`src/rtl/core_inst_pkg.sv`:
```
// core_inst_pkg: instruction field positions, idle instruction word and sequencer states
package core_inst_pkg;
    localparam int ACC = 33;
    localparam int CEN_PMEM = 32;
    localparam int WEN_PMEM = 31;
    localparam int A_PMEM = 20;
    localparam int CEN_XMEM = 19;
    localparam int WEN_XMEM = 18;
    localparam int A_XMEM = 7;
    localparam int OFIFO_RD = 6;
    localparam int IFIFO_WR = 5;
    localparam int IFIFO_RD = 4;
    localparam int L0_RD = 3;
    localparam int L0_WR = 2;
    localparam int EXECUTE = 1;
    localparam int LOAD = 0;
    localparam logic [33:0] IDLE_INST = 34'h1_800C_0000;
    typedef enum logic [2:0] {IDLE, XLOAD, WREAD, WLOAD, ACT, EXEC, DRAIN, DONE} seqState;
endpackage

```
`src/rtl/core_inst_seq.sv`:
```
// core_inst_seq: drives core inst/D_xmem through XMem fill and the weight-stationary kij loop
module core_inst_seq
    import core_inst_pkg::*;
#(
    parameter int row = 8,
    parameter int col = 8,
    parameter int bw = 4,
    parameter int len_nij = 36,
    parameter int len_kij = 9
) (
    input  logic                clk,
    input  logic                reset,
    input  logic                start,
    input  logic                mode,
    input  logic                host_valid,
    output logic                host_ready,
    input  logic [bw*row-1:0]   host_data,
    input  logic                ofifo_valid,
    output logic [33:0]         inst,
    output logic [bw*row-1:0]   D_xmem,
    output logic                busy,
    output logic                done
);
    localparam int KW = $clog2(len_kij);
    localparam int TOTAL = len_nij + len_kij * col;
    seqState state, stateN;
    logic [9:0] wcnt, wcntN, xaddr;
    logic [KW-1:0] kij, kijN;
    logic [10:0] dcnt, dcntN, pcnt, pcntN, paddrQ;
    logic modeQ, modeN, rdQ, rdN, pwrQ, pwrN, readyN, xcen, xwen;
    logic [33:0] instN;
    logic [bw*row-1:0] dN;
    always_comb begin
        stateN = state;
        wcntN = wcnt;
        kijN = kij;
        dcntN = dcnt;
        pcntN = pcnt + 1'b1;
        modeN = modeQ;
        rdN = 1'b0;
        pwrN = 1'b0;
        readyN = 1'b0;
        dN = D_xmem;
        xaddr = '0;
        xcen = 1'b1;
        xwen = 1'b1;
        instN = IDLE_INST;
        instN[L0_WR] = rdQ;
        // PSUM write trails the ofifo_rd that fetched its vector by one cycle
        if (pwrQ) begin
            instN[CEN_PMEM] = 1'b0;
            instN[WEN_PMEM] = 1'b0;
            instN[A_PMEM +: 11] = paddrQ;
            instN[ACC] = kij != '0;
        end
        case (state)
            IDLE: if (start) begin
                stateN = XLOAD;
                modeN = mode;
                wcntN = '0;
                kijN = '0;
                dcntN = '0;
                pcntN = '0;
                readyN = 1'b1;
            end
            XLOAD: begin
                readyN = 1'b1;
                if (host_valid && host_ready) begin
                    xcen = 1'b0;
                    xwen = 1'b0;
                    xaddr = wcnt;
                    dN = host_data;
                    wcntN = wcnt + 1'b1;
                    if (wcnt == 10'(TOTAL - 1)) begin
                        stateN = WREAD;
                        readyN = 1'b0;
                        pcntN = '0;
                    end
                end
            end
            WREAD: if (pcnt < 11'(col)) begin
                xcen = 1'b0;
                xaddr = 10'(len_nij + int'(kij) * col + int'(pcnt));
                rdN = 1'b1;
            end else begin
                stateN = WLOAD;
                pcntN = '0;
            end
            WLOAD: if (pcnt < 11'(row + col)) begin
                instN[LOAD] = 1'b1;
                instN[L0_RD] = 1'b1;
            end else begin
                stateN = ACT;
                pcntN = '0;
            end
            ACT: if (pcnt < 11'(len_nij)) begin
                xcen = 1'b0;
                xaddr = pcnt[9:0];
                rdN = 1'b1;
            end else begin
                stateN = EXEC;
                pcntN = '0;
            end
            EXEC: begin
                instN[EXECUTE] = 1'b1;
                instN[L0_RD] = 1'b1;
                if (pcnt == 11'(len_nij + row - 1)) begin
                    stateN = DRAIN;
                    dcntN = '0;
                end
            end
            DRAIN: begin
                if (ofifo_valid && dcnt < 11'(len_nij)) begin
                    instN[OFIFO_RD] = 1'b1;
                    pwrN = 1'b1;
                    dcntN = dcnt + 1'b1;
                end
                if (pwrQ && dcnt == 11'(len_nij)) begin
                    stateN = kij == KW'(len_kij - 1) ? DONE : WREAD;
                    kijN = kij == KW'(len_kij - 1) ? kij : kij + 1'b1;
                    pcntN = '0;
                end
            end
            DONE: stateN = IDLE;
            default: stateN = IDLE;
        endcase
        instN[CEN_XMEM] = xcen;
        instN[WEN_XMEM] = xwen;
        instN[A_XMEM +: 11] = {xaddr, modeN};
        instN[IFIFO_WR] = 1'b0;
        instN[IFIFO_RD] = 1'b0;
    end
    always_ff @(posedge clk) begin
        if (reset) begin
            state <= IDLE;
            wcnt <= '0;
            kij <= '0;
            dcnt <= '0;
            pcnt <= '0;
            paddrQ <= '0;
            modeQ <= 1'b0;
            rdQ <= 1'b0;
            pwrQ <= 1'b0;
            inst <= IDLE_INST;
            D_xmem <= '0;
            host_ready <= 1'b0;
            busy <= 1'b0;
            done <= 1'b0;
        end else begin
            state <= stateN;
            wcnt <= wcntN;
            kij <= kijN;
            dcnt <= dcntN;
            pcnt <= pcntN;
            paddrQ <= dcnt;
            modeQ <= modeN;
            rdQ <= rdN;
            pwrQ <= pwrN;
            inst <= instN;
            D_xmem <= dN;
            host_ready <= readyN;
            busy <= stateN != IDLE;
            done <= state == DONE;
        end
    end
endmodule
```
`config.mk`:
```
export PLATFORM = sky130hd
export DESIGN_NAME = core_inst_seq
export DESIGN_NICKNAME = d
export VERILOG_FILES = /design/src/rtl/core_inst_pkg.sv /design/src/rtl/core_inst_seq.sv
export SDC_FILE = /design/constraint.sdc
export NUM_CORES = 1
export LEC_CHECK = 0
export ABC_AREA = 1
export CAP_MARGIN = 5
export CELL_PAD_IN_SITES_DETAIL_PLACEMENT = 2
export CELL_PAD_IN_SITES_GLOBAL_PLACEMENT = 2
export CORE_MARGIN = 2
export CORE_UTILIZATION = 29
export DETAILED_ROUTE_END_ITERATION = 6
export HOLD_SLACK_MARGIN = 0.05
export PLACE_DENSITY_LB_ADDON = 0.25
export RECOVER_POWER = 25
export SLEW_MARGIN = 20
export SYNTH_ARGS = -nofsm -noshare
export SYNTH_HDL_FRONTEND = slang
export SYNTH_SLANG_ARGS = --single-unit
```
`constraint.sdc`:
```
create_clock -name clk -period 2.1 [get_ports clk]
set_input_delay 0.525 -clock clk [delete_from_list [all_inputs] [get_ports clk]]
set_output_delay 0.525 -clock clk [all_outputs]
set_load 0.05 [all_outputs]
```
==> qor.csv <==
stage,metric,value,unit
yosys,ys_seq_area_share,46.1,%
clocking,cts_tree,done,
timing,finalSetupTns,0,ps
min_path,hold_depth,2,
timing,worst_slew_pin_slew,726,ps
detailed_routing,ant_nets,0,
power_and_ir_drop,ir_worst_vdd,539,uV
min_path,min_to,inst[23],
floorplan,fp.dieH,136,um
critical_path,crit_chain,clkdlybuf4s50_1,
clocking,post_cts_buffers,0,
placed_design,placed_area,6400,um^2
clocking,cts-htree-levels,4,
critical_path,critPathLaunchType,flip-flop,
timing,slew_headroom,51.6,%
clocking,cts_buffer_depth,2,
critical_path,cp.arrival,1540,ps
global_route,grt-ovfl-total,0,
floorplan,initial_core_util,29.5,%
clocking,clkTransAtPathRegs,60,ps
yosys,synthTopCellsByArea,"dfxtp_1 (46%), nor2_1 (10%), nand2_1 (8.1%)",
timing,finalSetupViolCount,0,
timing,clock_skew,7.93,ps
detailed_routing,drtPass1Iterations,4,
yosys,synth-edff-count,0,
yosys,synth_area_per_cell,7.50,um^2
detailed_routing,avgViaCountPerCell,4.63,
yosys,async_flop_share,0,%
timing,period_minus_slack,2060,ps
finish,design_area,6910,um^2
detailed_routing,first_iter_violations,141,
yosys,ys_warn_count,0,
detailed_routing,vias,4777,
power_and_ir_drop,p_per_area,786,nW/um^2
critical_path,rrSetupSlack,140,ps
placed_design,gp_congestion,0.774,
clocking,numCtsBuffers,17,
timing,max_freq,0.485,GHz
critical_path,crit_path_max_fanout,1,
detailed_routing,drc,0,
global_route,grt_pass1_vias,5261,
global_route,grt_max_degree,34,
finish,syn_to_final_growth,36.0,%
finish,nNetsFinal,847,
run_status,status,"finished, final reports clean",
global_route,antenna_found_initial,1,
critical_path,critPathTopFamily,buffers and inverters,
finish,fin_util,40.1,%
timing,finalCritPeriodShare,98.2,%
yosys,synth_cells,678,
yosys,yosys-top-cells-count,"nor2_1 (140), dfxtp_1 (117), nand2_1 (110)",
yosys,synth.most_common_cell,nor2_1,
min_path,min_from,paddrQ[3],
detailed_routing,wl_per_cell,16.1,um
critical_path,critPathKind,flip-flop to primary output,
finish,drive_above_1_share,10.3,%
yosys,synth.distinct_cells,42,
floorplan,top_level_ports,107,
finish,n_fill_cell,1976,
critical_path,crit_buf_inv,1,
placed_design,port_buffers,104,
critical_path,critPathSlowestCell,clkdlybuf4s50_1,
global_route,grt_usage,18.9,%
critical_path,r2r_end,inst[15],
critical_path,cp_slowest_stage_delay,810,ps
clocking,root_buffer,clkbuf_16,
yosys,yosys.area.top_type,dfxtp_1,
global_route,grt_pass1_wl,27200,um
critical_path,timing.rr.start,kij[0],
critical_path,critPathRequiredTime,1570,ps
clocking,cts.sink_count,117,
clocking,postCtsHoldBufs,0,
yosys,yosysTopAreaCellShare,46.1,%
yosys,synth_ff_type,dfxtp_1,
yosys,synth_area,5080,um^2
floorplan,dieArea,18600,um^2
yosys,ys_ff_latch,117,
flow_run,maxCapViolations,0,
critical_path,rr_worst_depth,8,
floorplan,die_w,136,um
power_and_ir_drop,p_leak,3.28,nW
floorplan,rows,48,
timing,finalHoldViolations,0,
floorplan,core_area,17200,um^2
clocking,insertion_delay,420,ps
placed_design,hpwl,12200,um
detailed_routing,finalWirelength,16600,um
critical_path,end_kind,primary output,
finish,seq_area,2340,um^2
min_path,hold_path_class,flip-flop to flip-flop,
power_and_ir_drop,power,0.00543,W
finish,multiInputGateArea,2250,um^2
timing,slew_viol_final,0,
## where the power goes
group          switching [W]  internal [W]
Combinational       0.000301      0.000162
Clock                0.00115       0.00153
Sequential         0.0000258       0.00226
## placed cells by master, fill, tap and decap left out, types with 2 or more instances in the layout
cell type and instances:
dlygate4sd2_1 28, buf_4 9, o21ai_1 3, nand3_1 32, nor2_1 141, nor2_4 2
o211ai_1 3, a21oi_1 28, dfxtp_1 117, inv_6 5, clkinv_4 5, clkdlybuf4s50_1 58
dlymetal6s2s_1 14, nand3_2 3, clkbuf_16 17, nor2_2 14, o22ai_1 3, clkinv_2 3
inv_1 84, conb_1 2, a211oi_1 2, buf_12 2, inv_2 5, clkbuf_1 5
nand2_2 2, clkbuf_2 2, nor3_1 8, ha_1 15, xor2_1 9, nand2_1 110
xnor2_1 2, o21ai_0 42, o21ai_2 2, nand2_4 4, nand4_1 8
## cell families (layout without fill, tap and decap cells)
logic type      after synthesis  after routing  share of synthesized area [%]
simple gates                328            328                           27.9
flops                       117            117                           46.1
buf+inv                     115            242                           9.84
compound gates               90             90                           10.1
fa+ha+maj                    16             16                           4.09
xor+xnor                     11             11                           1.90
other cells                   1              3                         0.0738
## cell type report
| cell class | instances | area share, % |
|---|---|---|
| Multi-Input combinational cell | 447 | 32.5 |
| Clock inverter | 15 | 1.76 |
| Sequential cell | 117 | 33.9 |
| Clock buffer | 17 | 6.15 |
| Tap cell | 225 | 4.07 |
| Inverter | 90 | 4.92 |
| Antenna cell | 1 | 0.0362 |
| Timing Repair Buffer | 120 | 16.7 |
## through the flow
| stage | setup WS, ps | hold slack, ps | cells |
|---|---|---|---|
| 6_report | 38.1 | 412 | 1032 |
| 5_1_grt | -15.1 | 434 | 1032 |
| 4_1_cts | 0.270 | 416 | 1031 |
| 3_5_place_dp | 72.8 | 408 | 999 |
| 3_3_place_gp | 88.5 | 396 | 999 |
| 2_1_floorplan | 234 | 388 | 679 |
## layer usage
layer  global-route usage [%]  routed length (um)  vias to the layer above
met4                     5.84                 215                        0
met2                     32.2                8120                      104
met3                     6.64                1100                       17
li1                         -                   -                     2353
met1                     22.2                7160                     2303
met5                        0                   0                        -
## how the worst max path moves through the flow
| stage | start | to | slack [ps] | cells past startpoint |
|---|---|---|---|---|
| floorplan | pcnt[3] | inst[15] | 230 | 8 |
| global placement | host_valid | pcnt[0] | 90 | 11 |
| detailed placement | host_valid | pcnt[10] | 70 | 11 |
| CTS | D_xmem[12] | D_xmem[12] | 0.3 | 1 |
| global route | reset | D_xmem[10] | -20 | 5 |
| finish | inst[11] | inst[11] | 40 | 1 |
## registers in the layout, indices dropped and copies added, names as in the netlist
name,count
state,3
done,1
dcnt,11
host_ready,1
inst,31
D_xmem,32
rdQ,1
paddrQ,11
wcnt,10
kij,4
pcnt,11
busy,1
## what timing repair did
item                       4_1_cts  5_1_grt
pin swaps                        0        0
gates resized for setup         28       15
setup endpoints to repair       28       15
Note: power is estimated with default switching activity, not from simulation.
